## config.mk

```make
export PLATFORM = sky130hd
export DESIGN_NAME = slave_port_ctrl
export DESIGN_NICKNAME = d
export VERILOG_FILES = /design/src/rtl/slave_port_ctrl.sv
export SDC_FILE = /design/constraint.sdc
export NUM_CORES = 1
export LEC_CHECK = 0
export CAP_MARGIN = 30
export CORE_UTILIZATION = 38
export DETAILED_ROUTE_END_ITERATION = 10
export PLACE_DENSITY = 0.79
export SETUP_SLACK_MARGIN = 0.15
export SLEW_MARGIN = 10
export SYNTH_ARGS = -nofsm -noshare
export SYNTH_HDL_FRONTEND = slang
export SYNTH_SLANG_ARGS = --single-unit
```

## constraint.sdc

```tcl
create_clock -name clk -period 1.8 [get_ports clk]
set_clock_uncertainty 0.05 [all_clocks]
set_input_delay 0.36 -clock clk [delete_from_list [all_inputs] [get_ports clk]]
set_output_delay 0.36 -clock clk [all_outputs]
set_load 0.02 [all_outputs]
```

## src/rtl/slave_port_ctrl.sv

```systemverilog
// slave_port_ctrl
// Per-slave transaction controller placed after that slave's arbiter in the
// 2-master crossbar. It captures the granted master's request, runs one
// req/ack handshake on the slave bus, and returns ack/rdata/err to that master.
// It also pulses arb_ack so the arbiter can rotate to the other master.
//
// state | meaning
// ------+-------------------------------------------------------------------
// IDLE  | no transaction; waiting for a granted master with req high
// ISSUE | s_req high, captured cmd/addr/wdata on the slave bus, waiting s_ack
// DONE  | one-cycle completion: mX_ack, arb_ack, m_rdata and m_err valid

module slave_port_ctrl #(
    parameter int AW      = 32,
    parameter int DW      = 32,
    parameter int TIMEOUT = 15,
    parameter int TW      = 4
) (
    input  logic          clk,
    input  logic          reset,

    input  logic [1:0]    grant,

    input  logic          m0_req,
    input  logic          m0_cmd,
    input  logic [AW-1:0] m0_addr,
    input  logic [DW-1:0] m0_wdata,

    input  logic          m1_req,
    input  logic          m1_cmd,
    input  logic [AW-1:0] m1_addr,
    input  logic [DW-1:0] m1_wdata,

    output logic          m0_ack,
    output logic          m1_ack,
    output logic [DW-1:0] m_rdata,
    output logic          m_err,
    output logic          arb_ack,

    output logic          s_req,
    output logic          s_cmd,
    output logic [AW-1:0] s_addr,
    output logic [DW-1:0] s_wdata,
    input  logic          s_ack,
    input  logic [DW-1:0] s_rdata
);

    typedef enum logic [1:0] {
        IDLE  = 2'd0,
        ISSUE = 2'd1,
        DONE  = 2'd2
    } state_t;

    // With TIMEOUT = 0 the comparison value is irrelevant; it is gated off.
    localparam bit            TIMEOUT_EN = (TIMEOUT != 0);
    localparam logic [TW-1:0] CNT_LAST   = (TIMEOUT == 0) ? '0 : TW'(TIMEOUT - 1);

    state_t        state;
    state_t        state_nxt;

    logic          src;
    logic          cmd;
    logic [AW-1:0] addr;
    logic [DW-1:0] wdata;
    logic [DW-1:0] rdata;
    logic          err;
    logic [TW-1:0] cnt;

    logic          cap_m0;
    logic          cap_m1;
    logic          ack_hit;
    logic          tmo_hit;

    // State register.
    always_ff @(posedge clk or negedge reset) begin
        if (!reset) begin
            state <= IDLE;
        end else begin
            state <= state_nxt;
        end
    end

    // Next-state decode. Only the granted master's req is looked at, and an
    // s_ack on the same edge as the timeout wins over the timeout.
    always_comb begin
        state_nxt = state;
        cap_m0    = 1'b0;
        cap_m1    = 1'b0;
        ack_hit   = 1'b0;
        tmo_hit   = 1'b0;
        case (state)
            IDLE: begin
                if (grant == 2'b01 && m0_req) begin
                    cap_m0    = 1'b1;
                    state_nxt = ISSUE;
                end else if (grant == 2'b10 && m1_req) begin
                    cap_m1    = 1'b1;
                    state_nxt = ISSUE;
                end
            end
            ISSUE: begin
                if (s_ack) begin
                    ack_hit   = 1'b1;
                    state_nxt = DONE;
                end else if (TIMEOUT_EN && cnt == CNT_LAST) begin
                    tmo_hit   = 1'b1;
                    state_nxt = DONE;
                end
            end
            DONE: begin
                state_nxt = IDLE;
            end
            default: begin
                state_nxt = IDLE;
            end
        endcase
    end

    // Request capture, wait counter, and completion data/err registers.
    always_ff @(posedge clk or negedge reset) begin
        if (!reset) begin
            src   <= 1'b0;
            cmd   <= 1'b0;
            addr  <= '0;
            wdata <= '0;
            rdata <= '0;
            err   <= 1'b0;
            cnt   <= '0;
        end else begin
            if (cap_m0) begin
                src   <= 1'b0;
                cmd   <= m0_cmd;
                addr  <= m0_addr;
                wdata <= m0_wdata;
                cnt   <= '0;
            end else if (cap_m1) begin
                src   <= 1'b1;
                cmd   <= m1_cmd;
                addr  <= m1_addr;
                wdata <= m1_wdata;
                cnt   <= '0;
            end

            if (state == ISSUE) begin
                if (ack_hit) begin
                    // Writes leave the last read data in place for m_rdata.
                    if (!cmd) begin
                        rdata <= s_rdata;
                    end
                    err <= 1'b0;
                end else begin
                    cnt <= cnt + TW'(1);
                    if (tmo_hit) begin
                        err <= 1'b1;
                    end
                end
            end
        end
    end

    // Outputs come only from registers, never straight from inputs.
    assign s_req   = (state == ISSUE);
    assign s_cmd   = cmd;
    assign s_addr  = addr;
    assign s_wdata = wdata;

    assign arb_ack = (state == DONE);
    assign m0_ack  = (state == DONE) && !src;
    assign m1_ack  = (state == DONE) &&  src;
    assign m_rdata = rdata;
    assign m_err   = (state == DONE) && err;

endmodule

```

# Yosys cells after proc, flatten, opt, wreduce, memory -nomap -nowiden
# Cells that the tools add are included.
word_totals:
  elab_cells: 58
  regBits: 105
  output_inout_bits: 102
  inputBits: 169
op_classes:
  n_eq_ne: 7
  muxes: 29
  n_addsub: 1
  n_bitwise: 1
  n_reduce_logical: 12
ops:
  columns: ["op", "count"]
  rows:
  - ["32-bit two-way mux", 4]
  - ["1-bit two-way mux", 16]
  - ["4-bit two-way mux", 4]
  - ["2-bit two-way mux", 4]
  - ["1-bit logical AND", 5]
  - ["4-bit by 1-bit adder with 4-bit output, second input constant", 1]
  - ["2-bit by 1-bit equality test with 1-bit output, second input constant", 2]
  - ["2-bit equality test, second input constant", 2]
  - ["4-bit equality test, second input constant", 1]
  - ["2-bit one-hot mux with 2 select lines", 1]
  - ["2-bit AND reduction", 2]
  - ["2-bit nonzero test", 2]
  - ["3-bit by 1-bit inequality test with 1-bit output, second input constant", 1]
  - ["3-bit inequality test, second input constant", 1]
  - ["3-bit AND reduction", 1]
  - ["2-bit logical NOT", 1]
  - ["1-bit logical NOT", 1]
  - ["1-bit inverter", 1]

# Depth between registers and ports, before layout
# Gate-level depths: netlist of run 1.
logic_depth:
  word_depth: 9
  depth_mapped: 5
  depth_no_buf: 5

# Worst setup path after synthesis of run 1
# No wires, ideal clock.
synth_path:
  kind: "register -> register"
  from: "reg state[1]"
  to: "reg rdata[10] (netlist: m_rdata[10])"
  n_path_buf: 2
  slack_ns: 0.112
  t_required_ns: 1.625
  setup_time_ns: 0.125
  synth_period_minus_slack_ns: 1.688
  arrival_ns: 1.513
  path_stages_with_launch: 6
  cell_sequence: "dfrtp_1 -> nor2b_2 -> and3b_1 -> clkbuf_2 -> buf_4 -> mux2_2"
synth_via:
  elab_chain_cells: 3
synth_lines:
  columns: ["item", "line_no", "source"]
  rows:
  - ["from (decl)", "58", "state_t state;"]
  - ["from (signal assigned)", "79", "state <= state_nxt;"]
  - ["2-bit by 1-bit equality test with 1-bit output *", null, null]
  - ["net s_req", "40", "output logic s_req,"]
  - ["1-bit two-way mux", "91", "case (state)"]
  - ["3-bit AND reduction (no source line) *", null, null]
  - ["to (signal assigned)", "148", "rdata <= s_rdata;"]
  - ["to (decl)", "65", "logic [DW-1:0] rdata;"]
# The timed path passes the listed nets; every way through them passes the cells marked *.
# A chain may end at the register's enable or synchronous reset.

# Final worst setup path of run 1
layout_path:
  from: "reg state[1]"
  to: "reg rdata[23] (netlist: m_rdata[23])"
layout_via:
  elab_chain_cells: 3
layout_lines:
  columns: ["item", "line_no"]
  rows:
  - ["2-bit by 1-bit equality test with 1-bit output *", "91, 144"]
  - ["1-bit two-way mux", "91"]
  - ["3-bit AND reduction (no source line) *", null]
# Every way passes the cells marked *; elsewhere a longest branch is shown, timed or not.

==> results of run 1 <==
## cell families after synthesis
kind of cell | share of synthesized area
flip-flops | 0.5761
AND/OR/NAND/NOR | 0.1182
AO/OA/AOI/OAI | 0.1759
buffers and inverters | 0.04334
multiplexers | 0.07901
adder cells (fa/ha/maj) | 0.005486
XOR/XNOR | 0.001921
## layout make-up
type / instances / area [um^2] / area share
clock buffers: 12 / 266.5 / 0.03080
clock inverters: 4 / 97.59 / 0.01128
inverters: 2 / 7.507 / 0.0008677
multi-input cells: 195 / 2083 / 0.2408
flip-flops and latches: 105 / 2628 / 0.3037
well taps: 143 / 178.9 / 0.02068
repair buffers: 316 / 3391 / 0.3919
## registers in the layout, indices dropped and copies added, names as in the netlist
| name | count |
|---|---|
| s_cmd | 1 |
| src | 1 |
| err | 1 |
| m_rdata | 32 |
| s_addr | 32 |
| cnt | 4 |
| s_wdata | 32 |
| state | 2 |
## path summary, 6_finish.rpt
path	cells past startpoint	end
worst max-delay path	6	m_rdata[23]
worst max register to register	6	m_rdata[23]
worst min-delay path	2	m_rdata[11]
worst min register to register	1	m_rdata[1]
max in group asynchronous	3	s_addr[12]
min in group clk	1	m_rdata[1]
## repair_timing
item	CTS	global route
pin swaps	2	12
hold buffers	1	0
gates resized for setup	137	80
setup buffers	9	7
endpoints found under the setup margin	172	107
endpoints found under the hold margin	7	0
gates cloned	9	5
## power breakdown
group | internal (mW) | total (mW) | switching, mW
Combinational | 2.53 | 4.72 | 2.19
Sequential | 3.21 | 3.76 | 0.546
Clock | 1.47 | 2.33 | 0.852
Total | 7.21 | 10.8 | 3.59
## layer usage
layer,track usage,vias up,wire [um]
li1,-,1901,-
met1,0.2988,2053,6283
met2,0.4342,227,8448
met3,0.05716,32,1122
met4,0.09640,0,401
met5,0,-,0
## metrics by stage
stage	std cells	TNS (ns)	util
global route	777	-2.881	0.7481
finish	777	-0.5266	0.7481
CTS	765	0	0.7043
floorplan	335	0	-
detailed placement	730	-12.38	0.6463
global placement	730	-11.71	0.6463
## synthesized netlist by cell type, types with 2 or more instances
library cell	n	share of area
buf_2	7	0.0077
o22ai_1	3	0.0041
buf_6	6	0.015
nor2b_1	2	0.0027
ha_1	2	0.0055
mux2_2	31	0.077
and2_1	2	0.0027
or3_1	65	0.089
clkbuf_1	16	0.013
buf_4	3	0.0049
nand2_1	3	0.0025
a21oi_1	2	0.0022
nand2b_1	2	0.0027
o21ai_0	2	0.0022
o221a_1	32	0.079
o221a_2	33	0.081
dfrtp_1	105	0.58
inv_1	2	0.0016
o21a_1	2	0.0033
## cell usage in the layout, fill, tap and decap left out, types with 10 or more instances in the layout
cell	count
buf_6	13
o221a_1	32
buf_4	10
dlygate4sd2_1	97
mux2_4	32
dfrtp_1	105
o221a_4	15
clkdlybuf4s50_1	167
o221a_2	18
buf_12	14
clkbuf_16	13
or3_1	60
==> impl_metrics.ini, run 1 <==
[status]
status = finished, violations left
violations = DRC, setup timing

[finish]
area_delta_synth_final_pct = 89.71
finalNetCount = 800
n_fill_cell = 751
antenna_cells = 0
drive_above_1_share = 0.2397
final_area_mm2 = 0.008652

[drt]
drtIter0Drc = 208
ant_nets = 0
viasPerCell = 5.422
remaining_drc_errors = 20
wl_um = 16260
routedWlPerCell_um = 20.92
drt_pre_antenna_iters = 8
vias = 4213

[floorplan]
initial_core_util = 0.3944
io_pins = 271
fp.dieArea_mm2 = 0.01244
rows = 39
dieHeight_um = 111.6
design.core.area_mm2 = 0.01156
fp.dieW_um = 111.6

[place]
place.port_buffers = 270
place_ws_ns = -0.1949
place_area_mm2 = 0.007475
gp_congestion = 0.7516
hpwl_um = 9904

[timing]
fin_crit_sh = 1.023
setup_viol = 17
worst_slack_ns = -0.04197
fin_hold_ws_ns = 0.3405
slew_violations = 0
relSlewSlack = 0.6529
tightest_slew_ns = 0.5206
rsz0062_at_grt = true
fin_crit_ns = 1.842
clock.fmax_ghz = 0.5429
hold_violations = 0

[clock_tree]
clk_latency_ns = 0.34
cts_buffers = 9
cts_tree = done
clk_pin_slew_ns = 0.07
cts_root_buffer = clkbuf_16
htreeDepth = 3
clock-sinks = 105
clock_path_buffers = 2

[critical_path]
regToRegSetupSlack_ns = -0.04
cpMaxStageDelayCell = dfrtp_1
criticalPathCategory = reg -> reg
cp-end-kind = register
critical_path.top_delay_family = simple AND/OR/NAND/NOR gates
r2r_start = state[1]
path_max_fanout = 8
arrival_ns = 2.01
critical_path_buf_inv_count = 3
max_stage_delay_ns = 0.40
required_ns = 1.97
crit_top_cell = buf_6
startpoint_type = register
startpoint = state[1]
worstPathCellList = buf_6 -> buf_6 -> nor2b_4 -> and3b_2 -> clkbuf_16 -> mux2_4

[pwr]
power.leakage_nw = 3.579
power.density_mw_per_mm2 = 1248
vdd_drop_max_v = 0.0004903
power_mw = 10.80

[global_route]
grt-ovfl-total = 0
grt_pass1_wl_um = 23960
grt_max_degree = 99
grt_usage = 0.2489
grt_pass1_vias = 4490
antenna_found_initial = 0

[synth]
yosys_warnings = 0
syn_nets = 506
synthFlopType = dfrtp_1
synth_edf_count = 0
ys_ff_latch = 105
ys_types = 34
netlist_instances = 335
yosysSeqAreaShare = 0.5761
syn_area_mm2 = 0.004561
synth.avg_cell_area_um2 = 13.61
synth-async-reset-ratio = 1.000

[flow_run]
max-cap-violations = 0

[hold_path]
hold_class = in -> async
No activity file was read; power rests on OpenSTA's default activity.
==> run 2: changes to the inputs <==
Settings changed: ABC_AREA from default to 1, CORE_UTILIZATION 38 to 41, PLACE_DENSITY 0.79 to 0.8.
==> impl_metrics.ini, run 2 <==
[global_route]
grt_pass1_wl_um = 26080
grt_usage = 0.2472
grt-ovfl-total = 0
antenna_found_initial = 1
grt_max_degree = 45
grt_pass1_vias = 5429

[synth]
ys_ff_latch = 105
ys_types = 19
yosys.area.top_type_share = 0.4833
syn_area_mm2 = 0.005436
synth.avg_cell_area_um2 = 7.229
synth_common_cells = nand2_1 (271), nand3_1 (164), inv_1 (140)
syn_nets = 923
synth.most_common_cell = nand2_1
yosys_warnings = 0
synthTopCellsByArea = dfrtp_1 (48%), nand2_1 (19%), nand3_1 (15%)
synthFlopType = dfrtp_1
yosysSeqAreaShare = 0.4833
netlist_instances = 752
synth_top_area_cell = dfrtp_1
synth-async-reset-ratio = 1.000
synth_edf_count = 0

[floorplan]
io_pins = 271
fp.dieArea_mm2 = 0.01372
initial_core_util = 0.4256
design.core.area_mm2 = 0.01277
rows = 41
fp.dieW_um = 117.2
dieHeight_um = 117.2

[finish]
finalNetCount = 1199
area_delta_synth_final_pct = 62.74
final_common_cell = nand2_1
n_fill_cell = 1061
layout_common_cells = nand2_1 (270), clkdlybuf4s50_1 (167), nand3_1 (164)
fin_util = 0.6926
drive_above_1_share = 0.07074

[place]
hpwl_um = 12320
place.port_buffers = 270
gp_congestion = 0.7967

[drt]
drtIter0Drc = 344
viasPerCell = 4.715
wl_met2_um = 8579
wirelength_met1_um = 6906
ant_nets = 0
drt_pre_antenna_iters = 5
wl_um = 17440
dr.max_layer_used = met4
vias = 5681
routed-wl-met3_um = 1414
remaining_drc_errors = 0
routedWlPerCell_um = 14.47

[pwr]
power.density_mw_per_mm2 = 1139
vdd_drop_max_v = 0.0005329
power.leakage_nw = 4.950

[critical_path]
required_ns = 1.98
startpoint_type = register
critical_path.top_delay_family = simple AND/OR/NAND/NOR gates
reg2regPathDepth = 8
arrival_ns = 1.80
r2r_start = state[1]
cp-end-kind = register
crit_cells = 8
startpoint = state[1]
critical_path_buf_inv_count = 3
crit_top_cell = nand2_1
path_max_fanout = 16
criticalPathCategory = reg -> reg
critPathCapture = s_wdata[11]
regToRegSetupSlack_ns = 0.18
worstPathCellList = buf_4 -> nor2_4 -> nand2_4 -> nand2_8 -> inv_8 -> buf_12 -> nand2_1 -> nand2_1
max_stage_delay_ns = 0.39
rr_endpoint = s_wdata[11]
cpMaxStageDelayCell = dfrtp_1

[hold_path]
min_delay_path_depth = 2
hold_class = reg -> reg

[timing]
clock.fmax_ghz = 0.6172
hold_violations = 0
fin_crit_sh = 0.9001
setup_viol = 0
fin_crit_ns = 1.620
fin_hold_ws_ns = 0.4146
relSlewSlack = 0.7638
tightest_slew_ns = 0.3543
rsz0062_at_grt = true
slew_violations = 0

[clock_tree]
htreeDepth = 3
clk_latency_ns = 0.34
cts_buffers = 9
cts_root_buffer = clkbuf_16
clock_path_buffers = 2
clk_pin_slew_ns = 0.07
cts_tree = done
clock-sinks = 105

[flow_run]
max-cap-violations = 0

[status]
status = finished, final reports clean
run 2: kinds of logic (layout without fill, tap and decap cells):
group,after synthesis,in the layout,synth area share
compound gates,7,7,0.006905
xor+xnor,2,2,0.003223
fa+ha+maj,2,2,0.004602
buf+inv,186,466,0.1461
flops,105,105,0.4833
other cells,0,1,0
simple gates,450,450,0.3558
run 2: metrics by stage:
stage	instances	instance area, um^2	power (mW)	setup slack (ns)	setup TNS (ns)
after floorplan	752	5436	5.912	0.1712	0
after global placement	1181	8451	8.391	-0.05144	-2.333
after detailed placement	1181	8451	8.493	-0.09719	-4.295
after CTS	1197	8656	10.03	0.05289	0
after global routing	1204	8845	10.69	0.08215	0
final	1205	8847	10.08	0.1799	0
run 2: worst min-delay path by stage:
stage / startpoint / to
2_1_floorplan: reset / cnt[0]
3_3_place_gp: reset / s_wdata[14]
3_5_place_dp: reset / s_wdata[14]
4_1_cts: reset / s_wdata[21]
5_1_grt: m_rdata[22] / m_rdata[22]
6_report: m_rdata[2] / m_rdata[2]
run 2: power by group:
part / total, mW / switching (mW) / internal (mW)
clock: 2.13 / 0.878 / 1.25
combinational: 4.29 / 2.54 / 1.75
sequential: 3.66 / 0.461 / 3.20
run 2: cell type report:
type / instances / area [um^2] / share of cell area
diodes: 1 / 2.502 / 0.0002828
clock buffers: 10 / 239.0 / 0.02701
clock inverters: 5 / 80.08 / 0.009051
inverters: 142 / 540.5 / 0.06109
multi-input cells: 461 / 2056 / 0.2324
flip-flops and latches: 105 / 2628 / 0.2970
well taps: 172 / 215.2 / 0.02432
repair buffers: 309 / 3087 / 0.3489
run 2: per-layer routing:
| layer | vias to the layer above | track usage |
|---|---|---|
| met5 | - | 0 |
| met4 | 0 | 0.1097 |
| met3 | 33 | 0.06797 |
| met2 | 232 | 0.4290 |
| met1 | 2591 | 0.2849 |
| li1 | 2825 | - |
run 2: timing repair:
item	in CTS	in global routing
cloned	0	5
pin swaps	1	5
endpoints found under the hold margin	23	0
endpoints found under the setup margin	102	66
buffers inserted	0	2
gates resized for setup	114	25
hold buffers	1	0
run 2: worst min-delay path: cells and delay by family (launching register included):
kind,cells,cell delay (ns)
flops,1,0.34
simple gates,2,0.10
==> run 3: changes to the inputs <==
Settings changed: SKIP_LAST_GASP from default to 1, SLEW_MARGIN 10 to 20.
==> results of run 3 <==
Same layout as run 2: the final DEF is identical, and so are final timing and power.
==> edit 1: new RTL, flow settings as in run 3 <==
Register the output `m_err`, without a reset; this adds one clock of latency there. The other outputs are not delayed to match. Comments in the files are not updated.
--- a/src/rtl/slave_port_ctrl.sv
+++ b/src/rtl/slave_port_ctrl.sv
@@ -168,7 +168,9 @@
     assign m0_ack  = (state == DONE) && !src;
     assign m1_ack  = (state == DONE) &&  src;
     assign m_rdata = rdata;
-    assign m_err   = (state == DONE) && err;
+    always_ff @(posedge clk) begin
+        m_err <= (state == DONE) && err;
+    end
 
 endmodule
 
Formal check against the unedited RTL: no difference found for any inputs over 10 cycles, from zero or initial values and one cycle with reset low; that may be too few to reach the edited logic, so the function may still have changed.
==> edit 1 against run 3 <==
Synthesized cell count is 0.13% higher. Sequential cell count up 1. Setup slack got worse by 32 ps. Sequential share of layout area increased by 0.21 points. Via count decreased by 0.33%. Routed wire length is 0.83% higher. Non-clock buffer count fell by 5. Synthesized area is 0.37% higher. Cell area is essentially flat. Clock power grew 6%. Total power up 2.4%. Critical path type unchanged. Critical endpoint is now s_addr[30]. Largest cell class unchanged.
==> edit 1: results (changes against run 3) <==
- Critical path fanouts, max: 22 (was 16)
- Arrival time worst endpoint: 1840 ps (was 1800 ps)
- Vias in the first global route: 5294 (was 5429)
- Iteration-0 DRC Markers: 320 (was 344)
- ANT cells: 0 (was 1)
- Post-Route WL: 17600 µm (was 17400 µm)
- Worst slew pin tran: 653 ps (was 354 ps)
- FILL cells: 1113 (was 1061)
- Vias per cell: 4.71 (about the same)
- Setup WS post-layout: 147 ps (was 180 ps)
- Status: completed (unchanged)
- VDD IR max: 0.538 mV (was 0.533 mV)
- Share of cells above drive strength 1: 6.60% (was 7.07%)
- Critical Path Max Stage Delay: 390 ps (about the same)
- Avg Cell Area, Syn: 7.25 µm² (was 7.23 µm²)
- First-pass GRT wire length: 27200 µm (was 26100 µm)
- Nets: 1196 (was 1199)
- Area contributors post-synth: dfrtp_1 48%, nand2_1 19%, nand3_1 15% (unchanged)
- Net Count, Synth: 924 (was 923)
- P_leak: 4.94 nW (was 4.95 nW)
- Dpl ws: -200 ps (was -97.2 ps)
- Dpl hpwl: 12100 µm (was 12300 µm)
- Initial antenna violation count: 0 (was 1)
- Largest net degree at the start of global routing: 66 (was 45)
- Critical R2R Capture: s_addr[30] (was s_wdata[11])
- Area after DPL: 8400 µm² (was 8450 µm²)
- Crit path max-delay family: simple AND/OR/NAND/NOR gates (unchanged)
- Clock transition at path regs: 70 ps (about the same)
- Async SR Flop Fraction: 99.1% (was 100%)
- GRT Util Overall: 25.0% (was 24.7%)
- GP Congestion: 0.824 (was 0.797)
- First drt pass iteration count: 4 (was 5)
- R2R depth: 9 (was 8)
- Final core utilization: 69.3% (about the same)
- Wire per inst: 14.6 µm (was 14.5 µm)
- Number of library cell types mapped by synthesis: 20 (was 19)
- Sequential share of the synthesized area: 48.5% (was 48.3%)
## edit 1: changes by cell type in the layout (fill, tap and decap cells not counted), moves of 2 or more
cell	run 3	this run
clkbuf_1	0	2
buf_6	8	6
clkinvlp_4	2	0
nand2_4	3	1
nand2_8	1	3
nand3_1	164	162
nand3_2	0	2
buf_4	19	17
## edit 1: layout make-up
type | count | share of cell area (%)
multi-input cells | 462 | 23.5
well taps | 172 | 2.43
repair buffers | 304 | 34.2
flip-flops and latches | 106 | 29.9
clock inverters | 4 | 1.12
clock buffers | 12 | 2.78
inverters | 142 | 6.05
## edit 1: repair_timing
| action | in CTS | in global routing |
|---|---|---|
| endpoints found under the setup margin | 103 | 103 |
| pin swaps | 1 | 5 |
| hold endpoints to repair | 24 | 0 |
| gates resized for setup | 118 | 23 |
| setup buffers | 2 | 2 |
| hold buffers | 1 | 0 |
| cloned | 0 | 5 |
## edit 1: report_power, final
| group | switching [W] | internal (W) | leakage [nW] |
|---|---|---|---|
| Combinational | 0.00259 | 0.00178 | 3.46 |
| Sequential | 0.000458 | 0.00323 | 1.32 |
| Clock | 0.000861 | 0.00140 | 0.167 |
| Total | 0.00391 | 0.00641 | 4.94 |
## edit 1: layer usage
| metal | track usage, % | up-vias | wire length, µm |
|---|---|---|---|
| met1 | 30.8 | 2555 | 7360 |
| met5 | 0 | - | 0 |
| li1 | - | 2818 | - |
| met4 | 10.8 | 0 | 441 |
| met2 | 41.1 | 257 | 8280 |
| met3 | 6.66 | 32 | 1500 |
## edit 1: tightest hold or removal path, cell delays in order, from the launching register on
cell and delay (ps):
dfrtp_1 340, nand2_1 50, nand2_1 40
## edit 1: cells by family (layout without fill, tap and decap cells)
logic type / after synthesis / count (layout) / share of synthesized area [%]
flip-flops: 106 / 106 / 48.5
buffers and inverters: 186 / 462 / 14.6
AO/OA/AOI/OAI: 7 / 7 / 0.688
AND/OR/NAND/NOR: 450 / 451 / 35.5
adder cells (fa/ha/maj): 2 / 2 / 0.459
XOR/XNOR: 2 / 2 / 0.321
## edit 1: how the worst min path moves through the flow
stage | start | end | slack [ps] | cells past startpoint
6_report | m_rdata[16] | m_rdata[16] | 410 | 2
5_1_grt | reset | m_rdata[4] | 440 | 2
4_1_cts | reset | m_rdata[8] | 420 | 2
3_5_place_dp | reset | m_rdata[8] | 250 | 1
3_3_place_gp | reset | m_rdata[4] | 260 | 1
2_1_floorplan | reset | cnt[0] | 10 | 0
==> edit 2: new RTL, settings of run 3 <==
Made on the original files. The parameter `AW` goes from 32 to 64.
--- a/src/rtl/slave_port_ctrl.sv
+++ b/src/rtl/slave_port_ctrl.sv
@@ -11,7 +11,7 @@
 // DONE  | one-cycle completion: mX_ack, arb_ack, m_rdata and m_err valid
 
 module slave_port_ctrl #(
-    parameter int AW      = 32,
+    parameter int AW      = 64,
     parameter int DW      = 32,
     parameter int TIMEOUT = 15,
     parameter int TW      = 4
Interface: changed (resized m0_addr, m1_addr and s_addr); port bits go from 271 to 367. The function was not compared with the original's and may differ.
==> edit 2 against run 3 <==
Sequential cell count is 32 higher. Synthesized cell count is 36% higher. Synthesized area rose by 32%. Largest cell class unchanged. Setup slack got worse by 76 ps. Total power grew 39%. Register-to-register slack got worse by 20 ps. Sequential power is 30% higher. Cell area increased by 40%. Routed wire length increased by 55%. Die area increased by 32%. Critical endpoint is now s_req. Global-route usage is 2.9 points higher. Critical path type is now reg2out. Highest routed layer unchanged.
==> edit 2: results (changes against run 3) <==
- Clk_lat worst skew: 410 ps (was 340 ps)
- Vias per cell: 4.91 (was 4.71)
- GRT Util Overall: 27.6% (was 24.7%)
- Wire per inst: 16.3 µm (was 14.5 µm)
- R2R depth: 9 (was 8)
- Most frequent cells after synthesis: 369 x nand2_1, 228 x nand3_1, 204 x inv_1 (was 271 x nand2_1, 164 x nand3_1, 140 x inv_1)
- CTS Buf Count: 17 (was 9)
- Slew margin rel.: 75.4% (was 76.4%)
- Placed cell count: 1601 (was 1181)
- Initial antenna violation count: 0 (was 1)
- FILL cells: 1359 (was 1061)
- Net Count, Synth: 1259 (was 923)
- Status: completed (unchanged)
- First drt pass iteration count: 6 (was 5)
- Critical path fanouts, max: 2 (was 16)
- Nets: 1655 (was 1199)
- Post-Route WL: 27000 µm (was 17400 µm)
- Critical R2R Capture: s_wdata[22] (was s_wdata[11])
- Largest net degree at the start of global routing: 67 (was 45)
- Area contributors post-synth: dfrtp_1 48%, nand2_1 19%, nand3_1 16% (was dfrtp_1 48%, nand2_1 19%, nand3_1 15%)
- P_leak: 6.93 nW (was 4.95 nW)
- Avg Cell Area, Syn: 7.01 µm² (was 7.23 µm²)
- Share of cells above drive strength 1: 8.65% (was 7.07%)
- H-tree depth: 4 (was 3)
- First-pass GRT wire length: 38500 µm (was 26100 µm)
- ANT cells: 0 (was 1)
- Dpl hpwl: 17800 µm (was 12300 µm)
==> edit 2: cell types whose count changed after synthesis, sizes merged <==
cell,before,now
buf,37,31
clkbuf,7,29
dfrtp,105,137
inv,142,206
nand2,274,370
nand3,164,228
==> edit 2: worst max path at each step <==
stage	startpoint	to	slack, ps	cells past startpoint
floorplan	state[1]	m0_ack	200	4
global placement	grant[0]	s_wdata[22]	-210	8
detailed placement	grant[0]	s_wdata[22]	-250	8
CTS	state[1]	m1_ack	70	5
global route	state[0]	m0_ack	60	4
finish	state[0]	s_req	100	5
==> edit 2: report_power, final <==
part           internal [W]  switching (W)  leakage [nW]
combinational       0.00242        0.00345          4.95
sequential          0.00416       0.000591          1.71
clock               0.00205        0.00136         0.268
==> edit 2: layout make-up <==
class / count / area share [%]
inverters: 206 / 6.35
well taps: 225 / 2.27
flip-flops and latches: 137 / 27.7
multi-input cells: 621 / 22.3
clock buffers: 23 / 3.94
repair buffers: 437 / 36.7
clock inverters: 9 / 0.728
==> edit 2: layer usage <==
metal / up-vias / routed length [µm] / global-route usage, %
met2: 429 / 13500 / 48.6
li1: 3886 / - / -
met3: 79 / 2460 / 6.42
met1: 3740 / 10100 / 32.2
met5: - / 0 / 0
met4: 0 / 961 / 11.5
==> edit 2: cell families after synthesis <==
logic type | after synthesis | share of synthesized area, %
buf+inv | 266 | 14.8
fa+ha+maj | 2 | 0.348
compound gates | 7 | 0.523
simple gates | 610 | 36.3
xor+xnor | 2 | 0.244
flops | 137 | 47.7
==> edit 2: what timing repair did <==
item,CTS,global route
endpoints found under the setup margin,231,106
setup buffers,4,3
hold buffers,1,0
gates cloned,2,15
resized for setup,153,22
endpoints found under the hold margin,32,0
pin swaps,4,8
==> edit 2: metrics by stage <==
stage	worst slack (ps)	TNS [ps]	hold slack [ps]	total power [W]
after floorplan	204	0	14.4	0.00759
after global placement	-210	-17210	230	0.0109
after detailed placement	-247	-20990	233	0.0110
after CTS	67.3	0	367	0.0138
after global routing	61.8	0	384	0.0148
final	104	0	374	0.0140
